===== src/rtl/mcdf_arb_pkg.sv =====
// Shared types and helpers for the MCDF packet arbiter.
package mcdf_arb_pkg;

  localparam int unsigned NCH    = 3;
  localparam int unsigned PRIO_W = 2;
  localparam int unsigned CNT_W  = 6;
  localparam int unsigned ID_W   = 2;

  typedef enum logic [1:0] {
    IDLE = 2'd0,
    REQ  = 2'd1,
    SEND = 2'd2,
    GAP  = 2'd3
  } arb_state_e;

  // Packet length in words for each len_sel code.
  function automatic logic [CNT_W-1:0] len_decode(input logic [1:0] sel);
    logic [CNT_W-1:0] len;
    case (sel)
      2'd0:    len = CNT_W'(4);
      2'd1:    len = CNT_W'(8);
      2'd2:    len = CNT_W'(16);
      default: len = CNT_W'(32);
    endcase
    return len;
  endfunction

endpackage


===== src/rtl/mcdf_arb_pick.sv =====
// Combinational channel selector: eligibility, lowest priority value, round-robin tie-break.
module mcdf_arb_pick
  import mcdf_arb_pkg::*;
(
  input  logic [NCH-1:0]        ch_en,
  input  logic [NCH*PRIO_W-1:0] ch_prio,
  input  logic [NCH*CNT_W-1:0]  ch_count,
  input  logic [CNT_W-1:0]      length,
  input  logic [ID_W-1:0]       last_gnt,
  output logic                  any_elig,
  output logic [ID_W-1:0]       pick_id
);

  logic [NCH-1:0]    elig;
  logic              found;
  logic [PRIO_W-1:0] best;
  logic [ID_W-1:0]   idx;

  always_comb begin
    for (int unsigned i = 0; i < NCH; i++) begin
      elig[i] = ch_en[i] && (ch_count[i*CNT_W +: CNT_W] >= length);
    end
  end

  // Visit channels starting after last_gnt; strict '<' keeps the first tied channel.
  always_comb begin
    found   = 1'b0;
    best    = '0;
    idx     = '0;
    pick_id = '0;
    for (int unsigned k = 0; k < NCH; k++) begin
      idx = ID_W'((32'(last_gnt) + 32'd1 + k) % NCH);
      if (elig[idx] && (!found || (ch_prio[idx*PRIO_W +: PRIO_W] < best))) begin
        found   = 1'b1;
        best    = ch_prio[idx*PRIO_W +: PRIO_W];
        pick_id = idx;
      end
    end
  end

  assign any_elig = |elig;

endmodule


===== src/rtl/mcdf_pkt_arbiter.sv =====
// Packet arbiter: picks a channel, handshakes with the formatter, streams one framed packet.
module mcdf_pkt_arbiter
  import mcdf_arb_pkg::*;
#(
  parameter int unsigned DATA_WIDTH = 32
) (
  input  logic                      clk,
  input  logic                      rst,
  input  logic [NCH-1:0]            ch_en,
  input  logic [NCH*PRIO_W-1:0]     ch_prio,
  input  logic [1:0]                len_sel,
  input  logic [NCH*CNT_W-1:0]      ch_count,
  input  logic [NCH*DATA_WIDTH-1:0] ch_data,
  output logic [NCH-1:0]            ch_rd,
  input  logic                      fmt_grant,
  output logic                      fmt_req,
  output logic [ID_W-1:0]           fmt_chid,
  output logic [CNT_W-1:0]          fmt_length,
  output logic                      fmt_valid,
  output logic [DATA_WIDTH-1:0]     fmt_data,
  output logic                      fmt_start,
  output logic                      fmt_end
);

  arb_state_e            state_q, state_d;
  logic [CNT_W-1:0]      beat_q, beat_d;
  logic [ID_W-1:0]       last_gnt_q, last_gnt_d;
  logic                  req_d, valid_d, start_d, end_d;
  logic [ID_W-1:0]       chid_d;
  logic [CNT_W-1:0]      len_d, next_len;
  logic [DATA_WIDTH-1:0] data_d;
  logic                  any_elig, last_beat;
  logic [ID_W-1:0]       pick_id;

  assign next_len = len_decode(len_sel);

  mcdf_arb_pick u_pick (
    .ch_en    (ch_en),
    .ch_prio  (ch_prio),
    .ch_count (ch_count),
    .length   (next_len),
    .last_gnt (last_gnt_q),
    .any_elig (any_elig),
    .pick_id  (pick_id)
  );

  assign last_beat = (beat_q == (fmt_length - CNT_W'(1)));
  assign ch_rd     = (state_q == SEND) ? (NCH'(1) << fmt_chid) : '0;

  // State and output registers.
  always_ff @(posedge clk or posedge rst) begin
    if (rst) begin
      state_q    <= IDLE;
      beat_q     <= '0;
      last_gnt_q <= ID_W'(2);
      fmt_req    <= 1'b0;
      fmt_chid   <= '0;
      fmt_length <= '0;
      fmt_valid  <= 1'b0;
      fmt_data   <= '0;
      fmt_start  <= 1'b0;
      fmt_end    <= 1'b0;
    end else begin
      state_q    <= state_d;
      beat_q     <= beat_d;
      last_gnt_q <= last_gnt_d;
      fmt_req    <= req_d;
      fmt_chid   <= chid_d;
      fmt_length <= len_d;
      fmt_valid  <= valid_d;
      fmt_data   <= data_d;
      fmt_start  <= start_d;
      fmt_end    <= end_d;
    end
  end

  // Next state; chid/length only change on IDLE exit so they stay frozen for the packet.
  always_comb begin
    state_d    = state_q;
    beat_d     = beat_q;
    last_gnt_d = last_gnt_q;
    req_d      = fmt_req;
    chid_d     = fmt_chid;
    len_d      = fmt_length;
    valid_d    = 1'b0;
    data_d     = fmt_data;
    start_d    = 1'b0;
    end_d      = 1'b0;
    case (state_q)
      IDLE: begin
        if (any_elig) begin
          state_d = REQ;
          req_d   = 1'b1;
          chid_d  = pick_id;
          len_d   = next_len;
        end
      end
      REQ: begin
        if (fmt_grant) begin
          state_d = SEND;
          req_d   = 1'b0;
          beat_d  = '0;
        end
      end
      SEND: begin
        valid_d = 1'b1;
        data_d  = ch_data[fmt_chid*DATA_WIDTH +: DATA_WIDTH];
        start_d = (beat_q == '0);
        end_d   = last_beat;
        beat_d  = beat_q + CNT_W'(1);
        if (last_beat) begin
          last_gnt_d = fmt_chid;
          state_d    = GAP;
        end
      end
      GAP:     state_d = IDLE;
      default: state_d = IDLE;
    endcase
  end

endmodule


===== config.mk =====
export PLATFORM = sky130hd
export DESIGN_NAME = mcdf_pkt_arbiter
export DESIGN_NICKNAME = d
export VERILOG_FILES = /design/src/rtl/mcdf_arb_pkg.sv /design/src/rtl/mcdf_arb_pick.sv /design/src/rtl/mcdf_pkt_arbiter.sv
export SDC_FILE = /design/constraint.sdc
export NUM_CORES = 1
export LEC_CHECK = 0
export ABC_CLOCK_PERIOD_IN_PS = 3900
export BUFFER_PORTS_ARGS = -buffer_cell sky130_fd_sc_hd__buf_2
export CAP_MARGIN = 20
export CORE_UTILIZATION = 47
export CTS_CLUSTER_DIAMETER = 200
export DETAILED_ROUTE_END_ITERATION = 10
export PLACE_DENSITY = 0.86
export SYNTH_ARGS = -nofsm -noshare
export SYNTH_HDL_FRONTEND = slang
export SYNTH_SLANG_ARGS = --single-unit
export TNS_END_PERCENT = 30

===== constraint.sdc =====
create_clock -name clk -period 3.9 [get_ports clk]
set_input_delay 0.39 -clock clk [delete_from_list [all_inputs] [get_ports clk]]
set_output_delay 0.39 -clock clk [all_outputs]
set_load 0.02 [all_outputs]

==> results.toml <==
[synthesis]
synth_flop_cell = "dfrtp_1"
combinational_family_with_the_most_area_after_synthesis = "compound AO/OA/AOI/OAI gates"
netlist.area_leader.share_pct = 35.3
yosys.cell_types.count = 60
synth-warning-count = 0
post-synth-top-area-cell = "dfrtp_1"
synth_area_in_compound_gates_pct = 23.2
synth_enable_flop_cells = 0
yosys.area_share.xor_xnor_pct = 1.94
synth_seq_cells = 52
synth_simple_gate_area_share_pct = 19.7
async_reset_ff_share_pct = 100
synth_common_cells = "nor2_1, a21oi_1, dfrtp_1"
yosys.cell_count.top_type = "nor2_1"
syn_inst = 427
syn_area_mm2 = 0.00362
synth.top_cells.by_area = "dfrtp_1, a21oi_1, mux2i_1"
seq_area_frac_synth_pct = 36.0
synth-adder-area-share_pct = 6.57
post_synth.cell_area_avg_um2 = 8.47
post_synth_mux_area_share_pct = 8.09

[grt]
global_route_wire_length_before_repair_um = 16400
grt_pass1_vias = 3556
grt_overflow_total = 0
grt_max_degree = 53
track_usage_pct = 24.4
antenna_violations_before_repair = 1

[power]
clock_power_share_pct = 10.1
p_per_area_mw_per_mm2 = 650
report.power.total_w = 0.00307
power.share.sequential_pct = 31.0
switching_share_pct = 46.9
p_leak_nw = 2.31
comb_power_share_pct = 58.9
p_int_w = 0.00163
net-switching-power_w = 0.00144
power.ir.vdd_worst_mv = 0.291

[placed_design]
dp_hpwl_um = 7820
gp_congestion = 0.904
place.port_buffers = 166
detailedPlace.worstSlack_ps = -128
place_area_mm2 = 0.00456

[setup_path]
critical_path_peak_fanout = 8
setup.worst_path.start_class = "flop"
req_time_crit_path_ps = 4090
worstPathArrival_ps = 3800
end_kind = "flop"
critPathKind = "flop to flop"

[routing]
number_of_violations_reported_at_the_end_of_detailed_routing_iteration_0 = 182
via_count = 3780
final_antenna_net_count = 0
wl_per_cell_um = 14.4
drt-vias-per-instance = 5.46
drc_violations = 0
drt-pass1-iter-count = 4
detail_route.wirelength_um = 9990

[timing]
tightest_slew_ps = 1040
finalCritPeriodShare_pct = 92.8
clock.fmax_mhz = 276
period_needed_ps = 3620
setup_viol_count_final = 0
final-hold-violation-count = 0
final.setup.tns_ps = 0
hold_slack_ps = 172
skew_ps = 4.40
slew_headroom_pct = 30.7
slew_viol_final = 0
worst_setup_margin_ps = 281

[die]
dieArea_mm2 = 0.00805
die-height_um = 89.7
die_width_um = 89.7
start_util_pct = 49.3
ioPinCount = 175
fp-row-count = 31
core_mm2 = 0.00733

[layout]
multi_input_comb_area_mm2 = 0.00220
fillers = 627
final_instance_area_mm2 = 0.00473
drive_above_1_share_pct = 36.7
num-nets-final = 738
area.growth.synth_to_final_pct = 30.8
regArea_mm2 = 0.00130

[clocking]
clk_transition_reported_paths_ps = 90
cts_root_buf = "clkbuf_8"
cts_hold_buffers = 0
insertion_delay_ps = 290
htreeDepth = 2
cts_tree = "done"
cts_inserted_buffers = 5
tritoncts_num_sinks = 52
clock_tree_buffer_depth = 2

[run_status]
run_status = "completed"

[run]
cap_viol_max_count = 0

[worst_hold_path]
worst_hold_path_type = "input pin to async pin"
[power by group through the flow]
stage	Clock, W	Sequential [W]	Combinational (W)
floorplan	0	0.00116	0.00105
global placement	0	0.000945	0.00173
detailed placement	0	0.000964	0.00179
CTS	0.000321	0.000953	0.00180
global route	0.000347	0.000987	0.00199
finish	0.000310	0.000953	0.00181
[routing by layer]
layer | global-route usage (%) | vias to the layer above | part of all wire, % | routed length [um]
met5 | 0 | - | 0 | 0
li1 | - | 1847 | - | -
met4 | 6.42 | 0 | 1.8 | 182
met2 | 45.1 | 158 | 53 | 5280
met1 | 29.5 | 1756 | 40 | 3970
met3 | 3.47 | 19 | 5.6 | 556
[final timing paths]
| kind | start | endpoint | slack, ps | cells past startpoint |
|---|---|---|---|---|
| max | last_gnt_q[1] | fmt_chid[1] | 280 | 16 |
| min | rst | fmt_data[18] | 170 | 2 |
| max reg2reg | last_gnt_q[1] | fmt_chid[1] | 280 | 16 |
| min reg2reg | state_q[0] | state_q[0] | 520 | 2 |
| max in group asynchronous | rst | fmt_data[10] | 3190 | 3 |
| min in group clk | ch_data[11] | fmt_data[11] | 310 | 3 |
[cells in the final DEF, fill, tap and decap left out, drive strengths merged, types with 5 or more instances in the layout]
master and instances:
buf 180, nor2 68, a21oi 65, dfrtp 51
nand2 35, mux2i 27, o21ai 23, ha 19
inv 14, nor2b 13, a22oi 10, clkbuf 7
nand3 6, nand2b 5, nor3b 5
[critical path, cell delays in order, from the launching register on]
cell and delay (ps):
dfstp_2 540, ha_2 310, buf_4 190, nor2b_1 250, nand2_1 80, o21ai_0 130
ha_1 310, a21oi_2 160, nor2_1 100, o21ai_1 120, o31ai_1 90, ha_1 320
inv_1 80, o22ai_2 190, o2111ai_2 140, and3_4 180, o41ai_2 290
[final cells by class]
type                       instances  area share [%]
inverter                          14            1.11
multi-input combinational        338            46.5
timing repair buffer             180            20.2
clock buffer                       7            1.83
sequential                        52            27.5
clock inverter                     1           0.159
tap                               99            2.62
antenna                            1          0.0529
[stage by stage]
| stage | utilization (%) | cells |
|---|---|---|
| after floorplan | - | 428 |
| after global placement | 62.2 | 681 |
| after detailed placement | 62.2 | 681 |
| after CTS | 63.5 | 689 |
| after global routing | 64.5 | 692 |
| final | 64.5 | 692 |
[state kept, by name (all words and copies together), names as in the netlist]
| register | cells |
|---|---|
| beat_q | 6 |
| fmt_chid | 2 |
| fmt_data | 32 |
| fmt_end | 1 |
| fmt_length | 4 |
| fmt_req | 1 |
| fmt_start | 1 |
| fmt_valid | 1 |
| last_gnt_q | 2 |
| state_q | 2 |
[cell families after synthesis]
| family | count (synthesis) |
|---|---|
| multiplexers | 29 |
| AND/OR/NAND/NOR | 152 |
| other | 1 |
| flip-flops | 52 |
| buffers and inverters | 38 |
| XOR/XNOR | 8 |
| AO/OA/AOI/OAI | 128 |
| adder cells (fa/ha/maj) | 19 |
[what timing repair did]
item | 4_1_cts | 5_1_grt
setup buffers | 0 | 1
setup endpoints to repair | 0 | 2
resized for setup | 0 | 12
Power figures use the tool's default switching activity.
